$ cat src/rtl/branch_pred_pkg.sv
// Shared constants for the branch prediction unit.
// Mode selectors and performance counter helpers.
package branch_pred_pkg;

    localparam int MODE_BIMODAL = 0;
    localparam int MODE_GSHARE  = 1;
    localparam int PERF_WIDTH   = 16;

    function automatic logic [PERF_WIDTH-1:0] perf_inc(
        input logic [PERF_WIDTH-1:0] v
    );
        return (&v) ? v : v + PERF_WIDTH'(1);
    endfunction

endpackage

$ cat src/rtl/bpu_sat_counter.sv
// Saturating up/down counter next-state logic.
// Counts toward taken (up) or not-taken (down), clamped at both ends.
module bpu_sat_counter
    import branch_pred_pkg::*;
#(
    parameter int CTR_WIDTH = 2
) (
    input  logic [CTR_WIDTH-1:0] cur,
    input  logic                 taken,
    output logic [CTR_WIDTH-1:0] next
);

    always_comb begin
        next = cur;
        if (taken) begin
            if (!(&cur))
                next = cur + CTR_WIDTH'(1);
        end else if (|cur) begin
            next = cur - CTR_WIDTH'(1);
        end
    end

endmodule

$ cat src/rtl/branch_prediction_unit_r1.sv
// Bimodal/gshare branch predictor with a global history register,
// checkpointed history for mispredict repair, and perf counters.
module branch_prediction_unit_r1
    import branch_pred_pkg::*;
#(
    parameter int ADDR_WIDTH = 6,
    parameter int CTR_WIDTH  = 2,
    parameter int HIST_WIDTH = 6,
    parameter int MODE       = 1
) (
    input  logic                  clk,
    input  logic                  rst,
    input  logic                  predictValid,
    input  logic [ADDR_WIDTH-1:0] predictAddr,
    output logic                  prediction,
    output logic [ADDR_WIDTH-1:0] predictIndex,
    output logic [HIST_WIDTH-1:0] predictHist,
    input  logic                  update,
    input  logic [ADDR_WIDTH-1:0] updateIndex,
    input  logic [HIST_WIDTH-1:0] updateHist,
    input  logic                  branchTaken,
    input  logic                  mispredict,
    output logic [15:0]           updateCount,
    output logic [15:0]           mispredictCount
);

    localparam int ENTRIES = 1 << ADDR_WIDTH;

    logic [CTR_WIDTH-1:0]  pht_q [ENTRIES];
    logic [CTR_WIDTH-1:0]  upd_next;
    logic [HIST_WIDTH-1:0] ghr_q;
    logic [HIST_WIDTH-1:0] ghr_shift;
    logic [HIST_WIDTH-1:0] ghr_repair;
    logic [PERF_WIDTH-1:0] upd_cnt_q;
    logic [PERF_WIDTH-1:0] mis_cnt_q;

    generate
        if (MODE == MODE_GSHARE) begin : g_gshare
            assign predictIndex = predictAddr ^ ADDR_WIDTH'(ghr_q);
        end else begin : g_bimodal
            assign predictIndex = predictAddr;
        end
    endgenerate

    // Repair value rebuilds history as if the resolved branch had been
    // shifted into the checkpoint taken at prediction time.
    generate
        if (HIST_WIDTH == 1) begin : g_h1
            assign ghr_shift  = prediction;
            assign ghr_repair = branchTaken;
        end else begin : g_hn
            logic unused_hist_msb;
            assign unused_hist_msb = updateHist[HIST_WIDTH-1];
            assign ghr_shift  = {ghr_q[HIST_WIDTH-2:0], prediction};
            assign ghr_repair = {updateHist[HIST_WIDTH-2:0], branchTaken};
        end
    endgenerate

    assign prediction      = pht_q[predictIndex][CTR_WIDTH-1];
    assign predictHist     = ghr_q;
    assign updateCount     = upd_cnt_q;
    assign mispredictCount = mis_cnt_q;

    bpu_sat_counter #(
        .CTR_WIDTH(CTR_WIDTH)
    ) u_sat (
        .cur   (pht_q[updateIndex]),
        .taken (branchTaken),
        .next  (upd_next)
    );

    always_ff @(posedge clk or posedge rst) begin
        if (rst) begin
            for (int i = 0; i < ENTRIES; i++)
                pht_q[i] <= '0;
            ghr_q     <= '0;
            upd_cnt_q <= '0;
            mis_cnt_q <= '0;
        end else begin
            if (update) begin
                pht_q[updateIndex] <= upd_next;
                upd_cnt_q          <= perf_inc(upd_cnt_q);
                if (mispredict)
                    mis_cnt_q <= perf_inc(mis_cnt_q);
            end
            if (update && mispredict)
                ghr_q <= ghr_repair;
            else if (predictValid)
                ghr_q <= ghr_shift;
        end
    end

endmodule

$ cat config.mk
export PLATFORM = sky130hd
export DESIGN_NAME = branch_prediction_unit_r1
export DESIGN_NICKNAME = d
export VERILOG_FILES = /design/src/rtl/branch_pred_pkg.sv /design/src/rtl/bpu_sat_counter.sv /design/src/rtl/branch_prediction_unit_r1.sv
export SDC_FILE = /design/constraint.sdc
export NUM_CORES = 1
export LEC_CHECK = 0
export ABC_AREA = 1
export BUFFER_PORTS_ARGS = -buffer_cell sky130_fd_sc_hd__buf_4
export CAP_MARGIN = 20
export CORE_ASPECT_RATIO = 0.6
export CORE_MARGIN = 2
export CORE_UTILIZATION = 50
export CTS_BUF_LIST = sky130_fd_sc_hd__clkbuf_2 sky130_fd_sc_hd__clkbuf_4 sky130_fd_sc_hd__clkbuf_8
export CTS_CLUSTER_DIAMETER = 200
export DETAILED_ROUTE_END_ITERATION = 8
export HOLD_SLACK_MARGIN = 0.08
export PLACE_DENSITY_LB_ADDON = 0.1
export SYNTH_ARGS = -nofsm -noshare
export SYNTH_HDL_FRONTEND = slang
export SYNTH_SLANG_ARGS = --single-unit
$ cat constraint.sdc
create_clock -name clk -period 4.6 [get_ports clk]
set_input_delay 0.46 -clock clk [delete_from_list [all_inputs] [get_ports clk]]
set_output_delay 0.46 -clock clk [all_outputs]
set_load 0.005 [all_outputs]
==> metrics.txt, run 1 <==
# TYPE chip_impl_metric gauge
chip_impl_metric{name="peakVddDrop",unit="V"} 0.0002658
chip_impl_metric{name="path_max_fanout",unit=""} 5
chip_impl_info{name="synth_largest_area_cell",value="sky130_fd_sc_hd__dfrtp_1"} 1
chip_impl_metric{name="grt_pass1_wl",unit="microns"} 46190
chip_impl_metric{name="finalCoreUtilization",unit="%"} 56.86
chip_impl_metric{name="final.period_utilization",unit="%"} 68.71
chip_impl_info{name="synthTopCellsByArea",value="sky130_fd_sc_hd__dfrtp_1 43%, sky130_fd_sc_hd__nand2_1 30%, sky130_fd_sc_hd__nand3_1 7.0%, sky130_fd_sc_hd__inv_1 6.8%, sky130_fd_sc_hd__nor2_1 3.2%"} 1
chip_impl_metric{name="wire_per_inst",unit="microns"} 15.98
chip_impl_info{name="critical_path.slowest_cell",value="sky130_fd_sc_hd__xnor2_1"} 1
chip_impl_metric{name="finish.net_count",unit=""} 1555
chip_impl_info{name="cp-end-kind",value="primary output"} 1
chip_impl_metric{name="portBuffers",unit=""} 67
chip_impl_metric{name="syn_inst",unit=""} 1481
chip_impl_metric{name="slew_headroom",unit="%"} 28.95
chip_impl_metric{name="effective_utilization_at_floorplan",unit="%"} 51.10
chip_impl_metric{name="grt_pass1_vias",unit=""} 8472
chip_impl_metric{name="timing.critical_path.buf_inv",unit=""} 2
chip_impl_metric{name="final_critical_path_setup_slack",unit="ps"} 1439
chip_impl_metric{name="post_dp_cell_area",unit="sq um"} 10330
chip_impl_metric{name="finalWirelength",unit="microns"} 28560
chip_impl_metric{name="hold_slack",unit="ps"} 131.3
chip_impl_info{name="rsz0062_at_grt",value="false"} 1
chip_impl_metric{name="flow.area_growth_from_synthesis",unit="%"} 11.28
chip_impl_metric{name="drtIter0Drc",unit=""} 814
chip_impl_info{name="outcome",value="finished clean"} 1
chip_impl_metric{name="placement_row_count",unit=""} 39
chip_impl_metric{name="report.power.total",unit="mW"} 3.960
chip_impl_info{name="dominant_delay_contributor_by_cell_family_on_the_critical_path",value="XOR/XNOR gates"} 1
chip_impl_metric{name="crit_path_max_incr_delay",unit="ps"} 660
chip_impl_metric{name="post-dp-hpwl",unit="microns"} 17790
chip_impl_metric{name="synth_seq_cells",unit=""} 166
chip_impl_metric{name="tritoncts.num_buffers",unit=""} 17
chip_impl_metric{name="die_height",unit="microns"} 112.0
chip_impl_metric{name="layout.cell_area.non_filler",unit="sq um"} 10820
chip_impl_metric{name="fmaxAchievable",unit="GHz"} 0.3164
chip_impl_metric{name="insertion_delay",unit="ps"} 490
chip_impl_metric{name="yosysTopAreaCellShare",unit="%"} 42.72
chip_impl_metric{name="cts.clk_slew.worst_paths",unit="ps"} 90
chip_impl_metric{name="core_ar",unit="sq um"} 19030
chip_impl_metric{name="synth.net_count",unit=""} 1507
chip_impl_metric{name="die_area",unit="sq um"} 20620
chip_impl_metric{name="cts.hold.buffers_added",unit=""} 0
chip_impl_metric{name="postCtsResizedCells",unit=""} 0
chip_impl_metric{name="htree_num_levels",unit=""} 4
chip_impl_metric{name="slew_violations",unit=""} 0
chip_impl_metric{name="p_leak",unit="nW"} 5.829
chip_impl_metric{name="synthesis.area",unit="sq um"} 9724
chip_impl_metric{name="drtAntennaViolNets",unit=""} 0
chip_impl_metric{name="route.detailed.drc",unit=""} 0
chip_impl_info{name="rr_startpoint",value="updateCount[0]"} 1
chip_impl_metric{name="initial_antenna_violation_count",unit=""} 0
chip_impl_metric{name="globalRoute.totalOverflow",unit=""} 0
chip_impl_metric{name="detailedPlace.worstSlack",unit="ps"} 1261
chip_impl_metric{name="clk_path_buf_depth",unit=""} 2
chip_impl_info{name="critical_path.startpoint",value="predictHist[3]"} 1
chip_impl_metric{name="yosys.cell_types.count",unit=""} 27
chip_impl_metric{name="tightest_slew",unit="ps"} 1066
chip_impl_metric{name="synth_seq_area_share",unit="%"} 42.72
chip_impl_metric{name="gp_congestion",unit=""} 0.8445
chip_impl_info{name="start_kind",value="register"} 1
chip_impl_metric{name="num_vias",unit=""} 9200
chip_impl_metric{name="place_inst",unit=""} 1754
chip_impl_info{name="cts_tree",value="done"} 1
chip_impl_metric{name="num_io_pins",unit=""} 69
chip_impl_info{name="hp-class",value="input port to async pin"} 1
chip_impl_metric{name="final.setup_skew",unit="ps"} 20.94
chip_impl_metric{name="fin_setup_tns",unit="ps"} 0
chip_impl_metric{name="drv_cap",unit=""} 0
chip_impl_metric{name="clkSinkCount",unit=""} 166
chip_impl_metric{name="final_cells",unit=""} 1787
chip_impl_metric{name="hold_viol",unit=""} 0
chip_impl_metric{name="post-cts-setup-buffer-count",unit=""} 0
chip_impl_metric{name="synth.avg_cell_area",unit="sq um"} 6.566
chip_impl_metric{name="crit_required",unit="ps"} 4140
chip_impl_metric{name="vias_per_cell",unit=""} 5.148
chip_impl_metric{name="grtUsageTotal",unit="%"} 29.18
chip_impl_metric{name="power.density",unit="nW/um^2"} 365.9
chip_impl_metric{name="post_layout_minimum_cycle_time",unit="ps"} 3161
chip_impl_metric{name="grt_start_max_net_pins",unit=""} 167
chip_impl_info{name="crit_path_cell_trace",value="xnor2_1 > inv_1 > nand3_1 > nand3_1 > nand3_1 > nand2_1 > buf_4"} 1
chip_impl_metric{name="worstPathArrival",unit="ps"} 2700
chip_impl_metric{name="yosys_warnings",unit=""} 0
chip_impl_metric{name="die-width",unit="microns"} 184.0
chip_impl_info{name="most_used_cell_cp",value="sky130_fd_sc_hd__nand3_1"} 1
chip_impl_metric{name="post_route_cells_drive_above_1_share",unit="%"} 7.917
chip_impl_metric{name="antenna_cells_inserted",unit=""} 0
chip_impl_metric{name="drt_pass1_iterations",unit=""} 5
chip_impl_info{name="crit_type",value="register to primary output"} 1
chip_impl_metric{name="final-setup-viol-count",unit=""} 0
chip_impl_info{name="cts_root_cell",value="sky130_fd_sc_hd__clkbuf_8"} 1
[cell usage after synthesis]
cell type / instances
sky130_fd_sc_hd__nor2_2: 1
sky130_fd_sc_hd__xor2_1: 15
sky130_fd_sc_hd__a31oi_1: 1
sky130_fd_sc_hd__ha_1: 2
sky130_fd_sc_hd__xnor2_1: 19
sky130_fd_sc_hd__buf_6: 12
sky130_fd_sc_hd__nand2_4: 2
sky130_fd_sc_hd__clkinv_1: 2
sky130_fd_sc_hd__buf_2: 11
sky130_fd_sc_hd__buf_1: 6
sky130_fd_sc_hd__dfrtp_1: 166
sky130_fd_sc_hd__o221ai_1: 3
sky130_fd_sc_hd__o21ai_1: 7
sky130_fd_sc_hd__nor2_1: 84
sky130_fd_sc_hd__o21ai_0: 11
sky130_fd_sc_hd__o22ai_1: 1
sky130_fd_sc_hd__buf_4: 13
sky130_fd_sc_hd__o211ai_1: 2
sky130_fd_sc_hd__nand2_1: 767
sky130_fd_sc_hd__nand2_2: 1
sky130_fd_sc_hd__clkbuf_1: 11
sky130_fd_sc_hd__inv_2: 1
sky130_fd_sc_hd__inv_1: 175
sky130_fd_sc_hd__nand3_1: 136
sky130_fd_sc_hd__nor3_1: 24
sky130_fd_sc_hd__nand4_1: 7
sky130_fd_sc_hd__o21ba_2: 1
[flip-flops by register name, indices dropped and copies added, names as in the netlist]
signal / flops
predictHist: 6
pht_q: 128
updateCount: 16
mispredictCount: 16
[path summary, 6_finish.rpt]
check | slack [ps] | cells after the start | endpoint
hold reg to reg | 480 | 2 | pht_q[80]
setup reg to reg | 2190 | 8 | updateCount[7]
setup / recovery | 1440 | 7 | prediction
hold / removal | 130 | 3 | pht_q[98]
min in group clk | 200 | 3 | predictHist[2]
max in group asynchronous | 3560 | 3 | mispredictCount[1]
[per-layer routing]
metal  up-vias  wire length (microns)  share of wire (%)  track usage [%]
li1       4572                      -                  -                -
met1      4238                  14100                 49            45.11
met2       345                  11480                 40            40.38
met3        45                   2455                8.6            6.879
met4         0                    529                1.9            8.427
met5         -                      0                  0                0
[worst reg2reg max path: stages, from the launching register on]
cell                      delay [ps]
sky130_fd_sc_hd__dfrtp_1         450
sky130_fd_sc_hd__ha_1            230
sky130_fd_sc_hd__nand3_1         140
sky130_fd_sc_hd__nor3_1          100
sky130_fd_sc_hd__a31oi_1         480
sky130_fd_sc_hd__inv_1           180
sky130_fd_sc_hd__nor3_1          390
sky130_fd_sc_hd__nand3_1         170
sky130_fd_sc_hd__xnor2_1         160
[power by group]
part | internal (mW) | switching (mW) | leakage (nW)
registers | 1.62 | 0.141 | 2.23
logic | 0.382 | 0.628 | 3.38
clock network | 0.609 | 0.580 | 0.215
[cells by family after synthesis]
family          share of synthesized area (%)
simple gates                            41.89
xor+xnor                                3.062
buf+inv                                 10.49
flops                                   42.72
compound gates                          1.583
fa+ha+maj                              0.2573
[layout make-up]
class | instances | area (sq um)
fill | 1822 | 8209
multi-input combinational | 1084 | 4563
sequential | 166 | 4154
timing repair buffer | 82 | 693.2
inverter | 178 | 671.9
tap | 246 | 307.8
clock buffer | 19 | 255.2
clock inverter | 12 | 176.4
[cell usage in the layout (no fill, tap or decap), types with 2 or more instances in the layout]
cell and n:
sky130_fd_sc_hd__buf_4 77, sky130_fd_sc_hd__clkinv_4 2, sky130_fd_sc_hd__xor2_1 14, sky130_fd_sc_hd__nand4_1 7, sky130_fd_sc_hd__ha_1 2, sky130_fd_sc_hd__xnor2_1 19
sky130_fd_sc_hd__dfrtp_1 166, sky130_fd_sc_hd__nand3_1 135, sky130_fd_sc_hd__nand2_1 767, sky130_fd_sc_hd__bufinv_16 4, sky130_fd_sc_hd__o21ai_0 11, sky130_fd_sc_hd__o21ai_1 7
sky130_fd_sc_hd__o221ai_1 3, sky130_fd_sc_hd__clkinvlp_4 3, sky130_fd_sc_hd__nor3_1 24, sky130_fd_sc_hd__inv_1 174, sky130_fd_sc_hd__nand2_4 2, sky130_fd_sc_hd__clkbuf_8 18
sky130_fd_sc_hd__buf_16 2, sky130_fd_sc_hd__clkinv_1 2, sky130_fd_sc_hd__nor2_1 84, sky130_fd_sc_hd__clkinv_2 3, sky130_fd_sc_hd__o211ai_1 2, sky130_fd_sc_hd__buf_12 3
(Power assumes the default switching activity.)
==> run 2, diff against run 1 <==
- clock period: 4.6 -> 2.7 ns (I/O delays scaled with it)
==> run 2 against run 1 <==
Register-to-register slack worse by 1700 ps. Hold slack got worse by 28 ps. Power rose by 71%. Sequential power grew 70%. Non-clock buffer count rose by 27. Combinational power up 83%. Global-route usage grew 0.72 points. Clock skew is 1.3 ps higher. First-iteration DRC count increased by 0.86%. Sequential share of layout area shrank 1.1 points. Utilization rose by 1.7 points.
==> metrics.txt, run 2 (synthesis results as in run 1) <==
# TYPE chip_impl_metric gauge
chip_impl_info{name="outcome",value="finished clean"} 1
chip_impl_metric{name="final.period_utilization",unit="%"} 94.14
chip_impl_info{name="min_from",value="predictValid"} 1
chip_impl_metric{name="flip_flop_count_of_the_largest_register_after_layout",unit=""} 128
chip_impl_info{name="cp-end-kind",value="primary output"} 1
chip_impl_metric{name="num_io_pins",unit=""} 69
chip_impl_metric{name="hold_viol",unit=""} 0
chip_impl_metric{name="fin_setup_tns",unit="ps"} 0
chip_impl_metric{name="crit_required",unit="ps"} 2430
chip_impl_metric{name="fmaxAchievable",unit="GHz"} 0.3934
chip_impl_metric{name="n_fill_cell",unit=""} 1841
chip_impl_metric{name="initial_antenna_violation_count",unit=""} 0
chip_impl_info{name="crit_type",value="register to primary output"} 1
chip_impl_metric{name="slew_headroom",unit="%"} 58.30
chip_impl_metric{name="worstPathArrival",unit="ps"} 2270
chip_impl_metric{name="wire_per_inst",unit="microns"} 16.15
chip_impl_info{name="most_used_cell_cp",value="sky130_fd_sc_hd__nand3_1"} 1
chip_impl_metric{name="post-dp-hpwl",unit="microns"} 19350
chip_impl_metric{name="grtUsageTotal",unit="%"} 29.89
chip_impl_info{name="cts_tree",value="done"} 1
chip_impl_info{name="layout_commonest_cell",value="sky130_fd_sc_hd__nand2_1"} 1
chip_impl_metric{name="route.detailed.drc",unit=""} 0
chip_impl_metric{name="die_area",unit="sq um"} 20620
chip_impl_metric{name="htree_num_levels",unit=""} 4
chip_impl_metric{name="power.density",unit="nW/um^2"} 608.3
chip_impl_metric{name="ff_latch_area",unit="sq um"} 4155
chip_impl_metric{name="finish.net_count",unit=""} 1582
chip_impl_info{name="rr_startpoint",value="mispredictCount[6]"} 1
chip_impl_metric{name="core_ar",unit="sq um"} 19030
chip_impl_metric{name="insertion_delay",unit="ps"} 490
chip_impl_metric{name="timing.critical_path.buf_inv",unit=""} 3
chip_impl_info{name="critical_path.slowest_cell",value="sky130_fd_sc_hd__dfrtp_2"} 1
chip_impl_metric{name="clkSinkCount",unit=""} 166
chip_impl_metric{name="final.setup_skew",unit="ps"} 22.27
chip_impl_metric{name="finalCoreUtilization",unit="%"} 58.59
chip_impl_metric{name="drv_cap",unit=""} 0
chip_impl_metric{name="multiInputGateArea",unit="sq um"} 4588
chip_impl_metric{name="die_height",unit="microns"} 112.0
chip_impl_metric{name="whs_path_depth",unit=""} 4
chip_impl_metric{name="post_route_cells_drive_above_1_share",unit="%"} 9.560
chip_impl_metric{name="finalWirelength",unit="microns"} 29320
chip_impl_metric{name="placement_row_count",unit=""} 39
chip_impl_metric{name="final-setup-viol-count",unit=""} 0
chip_impl_metric{name="post_layout_minimum_cycle_time",unit="ps"} 2542
chip_impl_metric{name="drt_pass1_iterations",unit=""} 5
chip_impl_metric{name="tritoncts.num_buffers",unit=""} 17
chip_impl_info{name="worst_flop_to_flop_path_endpoint",value="mispredictCount[5]"} 1
chip_impl_info{name="cts_root_cell",value="sky130_fd_sc_hd__clkbuf_8"} 1
chip_impl_metric{name="num_vias",unit=""} 9377
chip_impl_info{name="worst_hold_path.endpoint",value="predictHist[5]"} 1
chip_impl_metric{name="cts.clk_slew.worst_paths",unit="ps"} 90
chip_impl_metric{name="clk_path_buf_depth",unit=""} 2
chip_impl_metric{name="p_leak",unit="nW"} 5.988
chip_impl_metric{name="path_max_fanout",unit=""} 13
chip_impl_metric{name="globalRoute.totalOverflow",unit=""} 0
chip_impl_metric{name="drtAntennaViolNets",unit=""} 0
chip_impl_metric{name="flow.area_growth_from_synthesis",unit="%"} 14.65
chip_impl_metric{name="crit_path_max_incr_delay",unit="ps"} 440
chip_impl_metric{name="drtIter0Drc",unit=""} 821
chip_impl_metric{name="worst-r2r-setup-slack",unit="ps"} 500
chip_impl_info{name="dominant_delay_contributor_by_cell_family_on_the_critical_path",value="simple AND/OR/NAND/NOR gates"} 1
chip_impl_metric{name="antenna_cells_inserted",unit=""} 0
chip_impl_metric{name="worstRegToRegCells",unit=""} 11
chip_impl_metric{name="grt_pass1_vias",unit=""} 8716
chip_impl_info{name="crit_path_cell_trace",value="inv_1 > nand2_1 > nand2_4 > clkbuf_16 > nand2_1 > nand3_1 > nand3_2 > nand3_1 > nand3_1 > nand3_1 > nand2_1 > buf_4"} 1
chip_impl_info{name="largest_register",value="pht_q"} 1
chip_impl_info{name="start_kind",value="register"} 1
chip_impl_info{name="hp-class",value="input port to register"} 1
chip_impl_metric{name="effective_utilization_at_floorplan",unit="%"} 51.10
chip_impl_metric{name="portBuffers",unit=""} 67
chip_impl_metric{name="die-width",unit="microns"} 184.0
chip_impl_metric{name="gp_congestion",unit=""} 0.9294
chip_impl_metric{name="grt_start_max_net_pins",unit=""} 95
chip_impl_metric{name="post-cts-setup-buffer-count",unit=""} 0
chip_impl_info{name="final_cell_mix",value="765 x sky130_fd_sc_hd__nand2_1, 174 x sky130_fd_sc_hd__inv_1, 165 x sky130_fd_sc_hd__dfrtp_1"} 1
chip_impl_metric{name="slew_violations",unit=""} 0
chip_impl_metric{name="grt_pass1_wl",unit="microns"} 47450
chip_impl_metric{name="tightest_slew",unit="ps"} 624.8
chip_impl_metric{name="vias_per_cell",unit=""} 5.166
chip_impl_metric{name="peakVddDrop",unit="V"} 0.0003844
[run 2: cell types whose count changed in the layout (fill, tap and decap cells not counted), moves of 2 or more]
cell	previous run	this run
sky130_fd_sc_hd__buf_16	2	0
sky130_fd_sc_hd__nand3_2	1	4
sky130_fd_sc_hd__buf_4	77	90
sky130_fd_sc_hd__dlygate4sd3_1	0	6
sky130_fd_sc_hd__clkinv_2	3	1
sky130_fd_sc_hd__clkbuf_8	18	22
sky130_fd_sc_hd__bufinv_16	4	2
sky130_fd_sc_hd__buf_12	3	12
sky130_fd_sc_hd__nand2_1	767	765
sky130_fd_sc_hd__nand3_1	135	132
[run 2: tightest hold or removal path, stage by stage]
cell and delay, ps:
sky130_fd_sc_hd__buf_4 90, sky130_fd_sc_hd__nor2_1 60, sky130_fd_sc_hd__nand2_1 60, sky130_fd_sc_hd__nand3_1 60
[run 2: how the worst max path moves through the flow]
stage                    from                  to  cells past startpoint
2_1_floorplan             rst  mispredictCount[0]                      1
3_3_place_gp   updateIndex[0]          pht_q[122]                     19
3_5_place_dp   updateIndex[0]          pht_q[122]                     19
4_1_cts        predictHist[0]          prediction                     12
5_1_grt        predictHist[0]          prediction                     13
6_report       predictHist[0]          prediction                     12
[run 2: report_power, final]
group | total, mW | switching (mW) | internal (mW)
registers | 3.00 | 0.244 | 2.76
logic | 1.85 | 1.11 | 0.738
clock network | 1.93 | 0.967 | 0.962
[run 2: what timing repair did]
action / CTS / global route
endpoints found under the hold margin: 171 / 0
resized for setup: 0 / 13
hold buffers: 6 / 0
setup endpoints to repair: 0 / 1
[run 2: through the flow]
stage | std cells | hold slack (ps) | worst slack, ps | total power [mW] | cell area, sq um
after floorplan | 1481 | 396.8 | 317.2 | 4.035 | 9728
after global placement | 1776 | 450.2 | 504.8 | 4.765 | 10590
after detailed placement | 1776 | 448.4 | 475.0 | 4.792 | 10590
after CTS | 1814 | 81.85 | 99.98 | 6.734 | 11070
after global routing | 1815 | 114.9 | -10.46 | 7.170 | 11150
final | 1815 | 103.0 | 158.4 | 6.782 | 11150
[run 2: routing by layer]
metal / global-route usage [%] / vias to the layer above / wire length, microns / part of all wire (%)
met5: 0 / - / 0 / 0
met4: 6.667 / 0 / 340 / 1.2
met3: 7.949 / 26 / 2966 / 10
met2: 42.16 / 395 / 11910 / 41
met1: 45.72 / 4334 / 14100 / 48
li1: - / 4622 / - / -
[run 2: layout make-up]
cell class	instances	share of cell area, %
Clock inverter	9	1.032
Clock buffer	23	2.783
Tap cell	246	2.761
Inverter	178	6.026
Multi-Input combinational cell	1084	41.15
Timing Repair Buffer	109	8.978
Sequential cell	166	37.27
==> run 3, diff against run 2 <==
- clock period: 2.7 -> 2.2 ns (I/O delays scaled with it)
==> run 3 against run 2 <==
The run now ends with negative setup slack left. First-iteration DRC count up 20%. Clock power rose by 30%. Final area grew 4.5%. Sequential share of layout area down 1.6 points. Clock skew fell by 4.6 ps. Setup slack worse by 450 ps. Non-clock buffer count rose by 28.
==> metrics.txt, run 3 (synthesis results as in run 1) <==
# TYPE chip_impl_metric gauge
chip_impl_info{name="outcome",value="finished with violations"} 1
chip_impl_info{name="violations",value="negative setup slack"} 1
chip_impl_metric{name="grt_pass1_wl",unit="microns"} 48450
chip_impl_metric{name="ff_latch_area",unit="sq um"} 4154
chip_impl_metric{name="tritoncts.num_buffers",unit=""} 17
chip_impl_metric{name="num_vias",unit=""} 9632
chip_impl_metric{name="slew_violations",unit=""} 0
chip_impl_metric{name="drtAntennaViolNets",unit=""} 0
chip_impl_metric{name="post_layout_minimum_cycle_time",unit="ps"} 2487
chip_impl_metric{name="post-dp-hpwl",unit="microns"} 19870
chip_impl_metric{name="final.period_utilization",unit="%"} 113.0
chip_impl_metric{name="clk_path_buf_depth",unit=""} 2
chip_impl_metric{name="post_route_cells_drive_above_1_share",unit="%"} 11.96
chip_impl_metric{name="drt_pass1_iterations",unit=""} 6
chip_impl_metric{name="grt_start_max_net_pins",unit=""} 44
chip_impl_metric{name="htree_num_levels",unit=""} 4
chip_impl_metric{name="final.setup_skew",unit="ps"} 17.68
chip_impl_metric{name="die-width",unit="microns"} 184.0
chip_impl_info{name="crit_type",value="register to primary output"} 1
chip_impl_metric{name="vias_per_cell",unit=""} 5.226
chip_impl_metric{name="route.detailed.drc",unit=""} 0
chip_impl_metric{name="power.density",unit="nW/um^2"} 756.7
chip_impl_metric{name="grtUsageTotal",unit="%"} 30.88
chip_impl_metric{name="whs_path_depth",unit=""} 5
chip_impl_metric{name="num_io_pins",unit=""} 69
chip_impl_metric{name="insertion_delay",unit="ps"} 490
chip_impl_metric{name="worstRegToRegCells",unit=""} 9
chip_impl_metric{name="flow.area_growth_from_synthesis",unit="%"} 19.81
chip_impl_metric{name="grt_pass1_vias",unit=""} 8865
chip_impl_info{name="min_from",value="mispredict"} 1
chip_impl_metric{name="antenna_cells_inserted",unit=""} 0
chip_impl_metric{name="initial_antenna_violation_count",unit=""} 0
chip_impl_metric{name="drtIter0Drc",unit=""} 986
chip_impl_metric{name="flip_flop_count_of_the_largest_register_after_layout",unit=""} 128
chip_impl_metric{name="finalWirelength",unit="microns"} 30300
chip_impl_metric{name="worst-r2r-setup-slack",unit="ps"} 230
chip_impl_info{name="cp-end-kind",value="primary output"} 1
chip_impl_metric{name="die_height",unit="microns"} 112.0
chip_impl_metric{name="report.power.total",unit="mW"} 8.816
chip_impl_metric{name="gp_congestion",unit=""} 0.9043
chip_impl_metric{name="worstPathArrival",unit="ps"} 2270
chip_impl_info{name="worst_hold_path.endpoint",value="predictHist[0]"} 1
chip_impl_metric{name="die_area",unit="sq um"} 20620
chip_impl_metric{name="final-setup-viol-count",unit=""} 1
chip_impl_metric{name="finish.net_count",unit=""} 1610
chip_impl_metric{name="finalCoreUtilization",unit="%"} 61.22
chip_impl_metric{name="peakVddDrop",unit="V"} 0.0005669
chip_impl_info{name="layout_commonest_cell",value="sky130_fd_sc_hd__nand2_1"} 1
chip_impl_metric{name="clkSinkCount",unit=""} 166
chip_impl_metric{name="final_critical_path_setup_slack",unit="ps"} -286.7
chip_impl_metric{name="crit_required",unit="ps"} 1980
chip_impl_info{name="final_cell_mix",value="761 x sky130_fd_sc_hd__nand2_1, 173 x sky130_fd_sc_hd__inv_1, 166 x sky130_fd_sc_hd__dfrtp_1"} 1
chip_impl_metric{name="n_fill_cell",unit=""} 1790
chip_impl_info{name="largest_register",value="pht_q"} 1
chip_impl_metric{name="slew_headroom",unit="%"} 55.49
chip_impl_metric{name="placement_row_count",unit=""} 39
chip_impl_info{name="rsz0062_at_grt",value="true"} 1
chip_impl_info{name="hp-class",value="input port to register"} 1
chip_impl_info{name="start_kind",value="register"} 1
chip_impl_metric{name="tightest_slew",unit="ps"} 666.2
chip_impl_info{name="worst_flop_to_flop_path_endpoint",value="updateCount[8]"} 1
chip_impl_metric{name="portBuffers",unit=""} 67
chip_impl_metric{name="drv_cap",unit=""} 0
chip_impl_metric{name="effective_utilization_at_floorplan",unit="%"} 51.10
chip_impl_metric{name="hold_viol",unit=""} 0
chip_impl_metric{name="globalRoute.totalOverflow",unit=""} 0
chip_impl_metric{name="core_ar",unit="sq um"} 19030
chip_impl_info{name="rr_startpoint",value="updateCount[0]"} 1
chip_impl_info{name="cts_tree",value="done"} 1
chip_impl_metric{name="cts.clk_slew.worst_paths",unit="ps"} 80
chip_impl_metric{name="fmaxAchievable",unit="GHz"} 0.4021
chip_impl_metric{name="wire_per_inst",unit="microns"} 16.44
chip_impl_info{name="cts_root_cell",value="sky130_fd_sc_hd__clkbuf_8"} 1
chip_impl_metric{name="multiInputGateArea",unit="sq um"} 4673
chip_impl_metric{name="path_max_fanout",unit=""} 7
chip_impl_metric{name="p_leak",unit="nW"} 6.236
==> run 3: through the flow <==
step                      setup TNS [ps]  worst slack (ps)  hold slack (ps)  instance area (sq um)  cells
after detailed placement               0             105.2            355.8                  10840   1794
after global routing              -372.0            -372.0            128.7                  11650   1843
after floorplan                   -22040            -132.8            346.8                   9728   1481
after CTS                         -255.7            -255.7            91.20                  11610   1843
final                             -286.7            -286.7            113.8                  11650   1843
after global placement                 0             120.1            358.1                  10840   1794
==> run 3: worst max path at each step <==
stage / startpoint / end / slack (ps) / cells after the start
finish: predictHist[0] / prediction / -290 / 11
global route: predictHist[0] / prediction / -370 / 13
CTS: predictHist[0] / prediction / -260 / 11
detailed placement: updateIndex[0] / pht_q[100] / 110 / 18
global placement: updateIndex[0] / pht_q[20] / 120 / 16
floorplan: rst / mispredictCount[0] / -130 / 1
==> run 3: cell type report <==
cell class	instances	share of cell area (%)
Multi-Input combinational cell	1084	40.11
Clock buffer	21	2.320
Inverter	178	5.777
Tap cell	246	2.642
Sequential cell	166	35.65
Timing Repair Buffer	137	12.00
Clock inverter	11	1.503
==> run 3: repair_timing <==
item	in CTS	in global routing
endpoints found under the setup margin	1	11
pin swaps	7	2
buffers inserted	3	0
hold buffers	9	0
hold endpoints to repair	24	0
cloned	5	0
resized for setup	24	8
==> run 3: metal layers <==
layer | global-route usage [%] | vias to the layer above | part of all wire, %
li1 | - | 4677 | -
met1 | 46.80 | 4463 | 47
met2 | 42.92 | 450 | 40
met3 | 8.014 | 42 | 11
met4 | 9.813 | 0 | 1.9
met5 | 0 | - | 0
==> run 3: critical path: stages, from the launching register on <==
cell	delay, ps
sky130_fd_sc_hd__dfrtp_1	420
sky130_fd_sc_hd__buf_4	160
sky130_fd_sc_hd__nand2_4	80
sky130_fd_sc_hd__nand2_8	100
sky130_fd_sc_hd__buf_16	170
sky130_fd_sc_hd__o211ai_1	210
sky130_fd_sc_hd__nand3_1	130
sky130_fd_sc_hd__nand3_2	90
sky130_fd_sc_hd__nand3_2	120
sky130_fd_sc_hd__nand3_2	100
sky130_fd_sc_hd__nand2_2	60
sky130_fd_sc_hd__buf_4	130
==> run 3: where the power goes <==
group	switching [mW]	internal, mW	total [mW]	leakage (nW)
Clock	1.20	1.31	2.50	0.220
Combinational	1.51	1.12	2.63	3.79
Sequential	0.291	3.39	3.68	2.23
